$ cat config.mk
export PLATFORM = sky130hd
export DESIGN_NAME = demux_dispatch_ctrl
export DESIGN_NICKNAME = d
export VERILOG_FILES = /design/src/rtl/demux_pkg.sv /design/src/rtl/rr_lane_picker.sv /design/src/rtl/demux_dispatch_ctrl.sv
export SDC_FILE = /design/constraint.sdc
export NUM_CORES = 1
export LEC_CHECK = 0
export ABC_AREA = 1
export CORE_MARGIN = 1.5
export CORE_UTILIZATION = 45
export DETAILED_ROUTE_END_ITERATION = 6
export GPL_ROUTABILITY_DRIVEN = 1
export GPL_TIMING_DRIVEN = 1
export PLACE_DENSITY = 0.73
export RECOVER_POWER = 25
export SYNTH_ARGS = -nofsm -noshare
export SYNTH_HDL_FRONTEND = slang
export SYNTH_HIERARCHICAL = 1
export SYNTH_SLANG_ARGS = --single-unit
$ cat constraint.sdc
create_clock -name clk -period 5.3 [get_ports clk]
set_input_delay 1.06 -clock clk [delete_from_list [all_inputs] [get_ports clk]]
set_output_delay 1.06 -clock clk [all_outputs]
set_load 0.05 [all_outputs]
$ cat src/rtl/demux_pkg.sv
// Shared definitions for the 1-to-8 demux dispatch controller.
package demux_pkg;

    localparam int N_LANES = 8;
    localparam int SEL_W   = 3;

    typedef enum logic {
        IDLE = 1'b0,
        SEND = 1'b1
    } dispatch_state_t;

    // Returns {none, idx}: first enabled lane at or after ptr, wrapping mod N_LANES.
    function automatic logic [SEL_W:0] rr_pick(input logic [SEL_W-1:0] ptr,
                                               input logic [N_LANES-1:0] mask);
        logic             found;
        logic [SEL_W-1:0] idx;
        logic [SEL_W-1:0] cand;
        found = 1'b0;
        idx   = '0;
        for (int i = 0; i < N_LANES; i++) begin
            cand = ptr + SEL_W'(i);
            if (!found && mask[cand]) begin
                found = 1'b1;
                idx   = cand;
            end
        end
        return {~found, idx};
    endfunction

endpackage

$ cat src/rtl/rr_lane_picker.sv
// Combinational round-robin lane picker over an 8-lane enable mask.
module rr_lane_picker
    import demux_pkg::*;
(
    input  logic [SEL_W-1:0]   ptr,
    input  logic [N_LANES-1:0] mask,
    output logic [SEL_W-1:0]   idx,
    output logic               none
);

    assign {none, idx} = rr_pick(ptr, mask);

endmodule

$ cat src/rtl/demux_dispatch_ctrl.sv
// Dispatch controller: holds one word and presents it on a single lane of the 1-to-8 demux
// until that lane accepts it, with fixed or round-robin lane choice.
module demux_dispatch_ctrl
    import demux_pkg::*;
#(
    parameter int DW    = 8,
    parameter int CNT_W = 16
) (
    input  logic               clk,
    input  logic               rst_n,
    input  logic               s_valid,
    input  logic [DW-1:0]      s_data,
    output logic               s_ready,
    input  logic               mode_rr,
    input  logic [SEL_W-1:0]   dest_sel,
    input  logic [N_LANES-1:0] dest_en,
    output logic [N_LANES-1:0] m_valid,
    output logic [DW-1:0]      m_data,
    input  logic [N_LANES-1:0] m_ready,
    output logic [SEL_W-1:0]   cur_sel,
    output logic               busy,
    output logic [CNT_W-1:0]   sent_cnt
);

    dispatch_state_t  state;
    dispatch_state_t  state_next;
    logic [SEL_W-1:0] rr_ptr;
    logic [SEL_W-1:0] pick_ptr;
    logic [SEL_W-1:0] rr_idx;
    logic             rr_none;
    logic [SEL_W-1:0] tgt;
    logic             ready_en;
    logic             complete;
    logic             accept;

    // A word accepted in the same cycle another completes must already see the advanced
    // pointer, otherwise back-to-back RR traffic would land twice on the same lane.
    assign pick_ptr = (complete && mode_rr) ? cur_sel + 1'b1 : rr_ptr;

    rr_lane_picker u_picker (
        .ptr  (pick_ptr),
        .mask (dest_en),
        .idx  (rr_idx),
        .none (rr_none)
    );

    assign tgt  = mode_rr ? rr_idx : dest_sel;
    assign busy = (state == SEND);

    always_comb begin
        state_next = state;
        complete   = (state == SEND) && m_ready[cur_sel];
        s_ready    = ready_en && ((state == IDLE) || complete) && !(mode_rr && rr_none);
        accept     = s_valid && s_ready;
        if (accept) begin
            state_next = SEND;
        end else if (complete) begin
            state_next = IDLE;
        end
    end

    always_ff @(posedge clk or negedge rst_n) begin
        if (!rst_n) begin
            state <= IDLE;
        end else begin
            state <= state_next;
        end
    end

    // ready_en keeps s_ready low until the first clock after reset release.
    always_ff @(posedge clk or negedge rst_n) begin
        if (!rst_n) begin
            ready_en <= 1'b0;
            m_valid  <= '0;
            m_data   <= '0;
            cur_sel  <= '0;
            rr_ptr   <= '0;
            sent_cnt <= '0;
        end else begin
            ready_en <= 1'b1;
            if (complete) begin
                sent_cnt <= sent_cnt + 1'b1;
                if (mode_rr) begin
                    rr_ptr <= cur_sel + 1'b1;
                end
            end
            if (accept) begin
                m_data  <= s_data;
                cur_sel <= tgt;
                m_valid <= N_LANES'(1) << tgt;
            end else if (complete) begin
                m_valid <= '0;
            end
        end
    end

endmodule
Word-level counts from Yosys, hierarchy flattened
Index checks and enable logic that the tools add are counted.
{"block": "word_totals", "latchBits": 0, "ram_bits": 0, "out_inout_bits": 37, "in_bits": 31, "romBits": 0, "elab_cells": 92, "memories": 0, "register_bits": 40}
{"block": "classes", "n_lt_le_gt_ge": 9, "div_mod_pow": 0, "shifts": 1, "mul": 0, "bitwise": 2, "n_mux": 40, "n_reduce_logical": 24, "eq_ne": 0, "addsub": 9}
{"op": "3-bit by 4-bit < comparator with 1-bit output, second input constant", "count": 9}
{"op": "3-bit two-way mux", "count": 10}
{"op": "1-bit binary-select mux with 3-bit select", "count": 9}
{"op": "1-bit two-way mux", "count": 19}
{"op": "16-bit by 1-bit adder with 16-bit output, second input constant", "count": 1}
{"op": "8-bit two-way mux", "count": 2}
{"op": "1-bit logical AND", "count": 13}
{"op": "3-bit adder, second input constant", "count": 4}
{"op": "1-bit zero test", "count": 8}
{"op": "1-bit by 3-bit left shift with 8-bit output, first input constant", "count": 1}
{"op": "3-bit by 1-bit adder with 3-bit output, second input constant", "count": 2}
{"op": "3-bit by 2-bit adder with 3-bit output, second input constant", "count": 2}
{"op": "1-bit NOT", "count": 2}
{"op": "2-bit AND reduction", "count": 1}
{"op": "2-bit nonzero test", "count": 1}
{"op": "1-bit logical OR", "count": 1}

Depth between registers and ports, before layout
{"block": "depth", "ltp_word": 35, "depth_mapped": 32, "depth_no_buf": 31}

By module
The synthesis kept the hierarchy.
{"mod": "demux_dispatch_ctrl", "area_each_um2": 2108.3, "cells_per_inst": 261, "n_inst": 1, "seq_area_each_um2": 1001.0}
{"mod": "rr_lane_picker", "area_each_um2": 730.7, "cells_per_inst": 137, "n_inst": 1, "seq_area_each_um2": 0.0}

Worst setup path before layout
No wires, ideal clock.
{"block": "synth_path", "path_kind": "input port to output port", "from": "input m_ready[7]", "to": "output s_ready", "slack_ps": -10, "path_stages": 21, "arrival_time_ps": 4250, "n_path_buf": 2, "t_required_ps": 4240, "cell_sequence": "inv_1 nand2_1 nand3_1 nand3_2 nand2_4 nor2_4 nand2_1 o21ai_0 inv_2 buf_6 ha_1 inv_1 nand3_1 nand2_1 nor2_1 nor2_4 nand4_4 nor4_1 a21boi_0 a21boi_4 buf_6"}
{"block": "synth_via", "elab_chain_len": 33, "word_cells_on_any_way": 56, "cone_classes": "add/sub (7); mux (27); bitwise (1); reduce/logical (21)"}
{"item": "start, declared", "line": "demux_dispatch_ctrl.sv:19", "rtl": "input logic [N_LANES-1:0] m_ready,"}
{"item": "1-bit binary-select mux with 3-bit select (*)", "line": "demux_dispatch_ctrl.sv:52", "rtl": "complete = (state == SEND) && m_ready[cur_sel];"}
{"item": "1-bit two-way mux (implied by the code) (*)", "line": "demux_dispatch_ctrl.sv:52"}
{"item": "1-bit logical AND (*)", "line": "demux_dispatch_ctrl.sv:52"}
{"item": "1-bit logical AND (*)", "line": "demux_dispatch_ctrl.sv:38", "rtl": "assign pick_ptr = (complete && mode_rr) ? cur_sel + 1'b1 : rr_ptr;"}
{"item": "3-bit two-way mux (*)", "line": "demux_dispatch_ctrl.sv:38"}
{"item": "via pick_ptr[0]", "line": "demux_dispatch_ctrl.sv:28", "rtl": "logic [SEL_W-1:0] pick_ptr;"}
{"item": "parallel branches: the longest is 23 deep, another holds 3-bit by 1-bit adder with 3-bit output"}
{"item": "1-bit two-way mux (*)", "line": "demux_pkg.sv:22", "rtl": "if (!found && mask[cand]) begin"}
{"item": "1-bit NOT (*)", "line": "demux_pkg.sv:27", "rtl": "return {~found, idx};"}
{"item": "via rr_none", "line": "demux_dispatch_ctrl.sv:30", "rtl": "logic rr_none;"}
{"item": "1-bit logical AND (*)", "line": "demux_dispatch_ctrl.sv:53", "rtl": "s_ready = ready_en && ((state == IDLE) || complete) && !(mode_rr && rr_none);"}
{"item": "1-bit zero test (*)", "line": "demux_dispatch_ctrl.sv:53"}
{"item": "1-bit logical AND (*)", "line": "demux_dispatch_ctrl.sv:53"}
{"item": "end, declared", "line": "demux_dispatch_ctrl.sv:13", "rtl": "output logic s_ready,"}
Mark *: on every way through the listed nets, which the timed path passes. The select of a mux whose other input is x is not followed.

Worst setup path in the final report
{"block": "layout_path", "from": "input m_ready[2]", "to": "output s_ready"}
The elaborated chain is that of the path after synthesis.

==> flow_metrics.env <==
export IMPL_r2r_start="cur_sel[0]"
export IMPL_clock_path_buffers=2
export IMPL_min_to="m_data[0]"
export IMPL_critPathRequiredTime_ns=4.24
export IMPL_rows=28
export IMPL_status="complete, but fails checks"
export IMPL_synthArstFlopShare_pct=100
export IMPL_cts_sinks=40
export IMPL_path_max_fanout=5
export IMPL_clk_latency_ns=0.29
export IMPL_ctsHoldBuffers=0
export IMPL_nets=517
export IMPL_drc=0
export IMPL_path_clk_slew_ns=0.07
export IMPL_hold_path_class="reg2reg"
export IMPL_r2r_end="cur_sel[2]"
export IMPL_io_pins=68
export IMPL_cp_arrival_ns=4.07
export IMPL_worst_pin_slew_ns=2.13
export IMPL_htreeDepth=2
export IMPL_drt_pass1_iter_count=4
export IMPL_die_height_um=82.4
export IMPL_cts_tree="yes"
export IMPL_cts_root_buffer="clkbuf_8"
export IMPL_cp_start_kind="input port"
export IMPL_max_freq_mhz=195
export IMPL_violations="capacitance limit, slew limit"
export IMPL_ys_warn_count=6
export IMPL_seq_area_frac_synth_pct=35.3
export IMPL_timing_max_cap_violations=1
export IMPL_worst_path_largest_cell_delay_ns=0.46
export IMPL_hpwl_um=5490
export IMPL_synthCells=398
export IMPL_antenna_found_initial=0
export IMPL_io_buffer_count=67
export IMPL_grt_max_degree=41
export IMPL_avgSynthCellArea_um2=7.13
export IMPL_cp_end_kind="output pin"
export IMPL_fin_ws_ns=0.174
export IMPL_grt_usage_pct=23.6
export IMPL_hold_slack_ns=0.489
export IMPL_netlist_area_mm2=0.00284
export IMPL_numCtsBuffers=5
export IMPL_final_common_cell="nand2_1"
export IMPL_fin_crit_sh_pct=96.7
export IMPL_hold_violations=0
export IMPL_r2r_slack_ns=1.48
export IMPL_synth_edff_count=0
export IMPL_crit_start="m_ready[2]"
export IMPL_grt_ovfl_total=0
export IMPL_dpl_worst_slack_ns=-0.0310
export IMPL_dp_cells=544
export IMPL_ff2ff_path_depth=24
export IMPL_areaGrowthSynthToFinish_pct=35.1
export IMPL_layout_common_cells="nand2_1, clkdlybuf4s50_1, nand3_1, dfrtp_1, inv_1"
export IMPL_maxSlewHeadroom_pct=-42.0
export IMPL_n_antenna_cell=0
export IMPL_finalCriticalPeriod_ns=5.13
export IMPL_core_mm2=0.00599
export IMPL_ys_flop_type="dfrtp_1"
export IMPL_fin_worst_skew_ns=0.00759
export IMPL_grt_first_pass_wirelength_um=12300
export IMPL_stdcell_count=558
export IMPL_synth_cell_types=32
export IMPL_num_vias=2888
export IMPL_nFillCells=548
export IMPL_syn_num_nets=433
export IMPL_drive_gt1_share_pct=15.7
export IMPL_drtIter0Drc=155
export IMPL_hold_depth=2
export IMPL_die_width_um=82.4
export IMPL_gp_congestion=0.959
export IMPL_grt_pass1_vias=2740
export IMPL_hp_start="m_data[0]"
export IMPL_totalWireLength_um=7280
export IMPL_wl_per_cell_um=13.1
export IMPL_routed_via_density=5.18
export IMPL_setup_viol=0
export IMPL_dieArea_mm2=0.00679
export IMPL_path_cells="clkdlybuf4s50_1, inv_1, nand2_1, nand3_1, nand3_2, nand2_4, nor2_4, nand2_4, nand2_1, o21ai_2, buf_4, ha_2, xor2_2, buf_4, nand3_2, nand2_2, nor2_2, nand4_4, nor4_2, a21boi_1, a21boi_4, buf_12"
export IMPL_slew_viol_final=41
export IMPL_postRouteAntennaNets=0
export IMPL_start_util_pct=47.4
export IMPL_critPathKind="in2out"
export IMPL_slowest_stage="clkdlybuf4s50_1"
export IMPL_ys_seq_elements=40
==> Yosys cell counts (all sizes together) (2+ instances only) <==
| library cell | n | area [um^2] |
|---|---|---|
| nand2 | 130 | 510 |
| nand3 | 74 | 425 |
| inv | 44 | 165 |
| dfrtp | 40 | 1000 |
| nor2 | 39 | 174 |
| o21ai | 15 | 86.3 |
| xor2 | 13 | 121 |
| buf | 12 | 105 |
| nor3 | 10 | 50.1 |
| nand4 | 5 | 46.3 |
| ha | 4 | 50.1 |
| xnor2 | 4 | 35.0 |
| a21boi | 2 | 26.3 |
| a31oi | 2 | 18.8 |
==> per-stage QoR <==
step | setup TNS [ns] | instance area [um^2] | utilization [%]
after floorplan | 0 | 2840 | -
after global placement | 0 | 3620 | 60.5
after detailed placement | -0.0310 | 3620 | 60.5
after CTS | 0 | 3760 | 62.7
after global routing | -0.0235 | 3830 | 64.0
final | 0 | 3830 | 64.0
==> critical path, delay by kind of cell <==
kind	cells	cell delay, ns
compound gates	3	0.52
xor+xnor	1	0.29
fa+ha+maj	1	0.19
buf+inv	5	1.00
simple gates	12	1.01
==> worst max path at each step <==
stage,to,slack [ns],cells past startpoint
after floorplan,s_ready,0.14,21
after global placement,s_ready,0.06,22
after detailed placement,s_ready,-0.03,21
after CTS,s_ready,0.04,21
after global routing,s_ready,-0.02,22
final,s_ready,0.17,22
==> cell type report <==
type / instances / area, um^2 / area share (%)
Clock buffer: 7 / 96.3 / 2.51
Clock inverter: 1 / 30.0 / 0.783
Inverter: 44 / 165 / 4.31
Multi-Input combinational cell: 302 / 1610 / 42.0
Sequential cell: 40 / 1000 / 26.1
Tap cell: 75 / 93.8 / 2.45
Timing Repair Buffer: 89 / 840 / 21.9
==> logic make-up after synthesis <==
logic type	synth area share (%)
xor+xnor	5.51
simple gates	42.9
buf+inv	9.52
fa+ha+maj	1.76
other cells	0.132
compound gates	4.89
flops	35.3
==> registers in the layout, indices dropped and copies added, names as in the netlist <==
signal,cells
sent_cnt,16
m_data,8
m_valid,8
cur_sel,3
rr_ptr,3
busy,1
ready_en,1
==> metal layers <==
metal  up-vias  wire length, um  global-route usage [%]  part of all wire (%)
met1      1348             3230                    30.4                    44
li1       1441                -                       -                     -
met5         -                0                       0                     0
met4         0               55                    6.10                  0.76
met3         9              521                    5.71                   7.2
met2        90             3480                    39.4                    48
==> timing repair <==
| action | CTS | global route |
|---|---|---|
| endpoints found under the hold margin | 0 | 0 |
| gates resized for setup | 3 | 10 |
| buffers inserted | 0 | 6 |
| pin swaps | 0 | 5 |
| setup endpoints to repair | 1 | 1 |
Power is not shown: default switching activity piles up to over one toggle a cycle in this logic, so the estimate is an artifact.
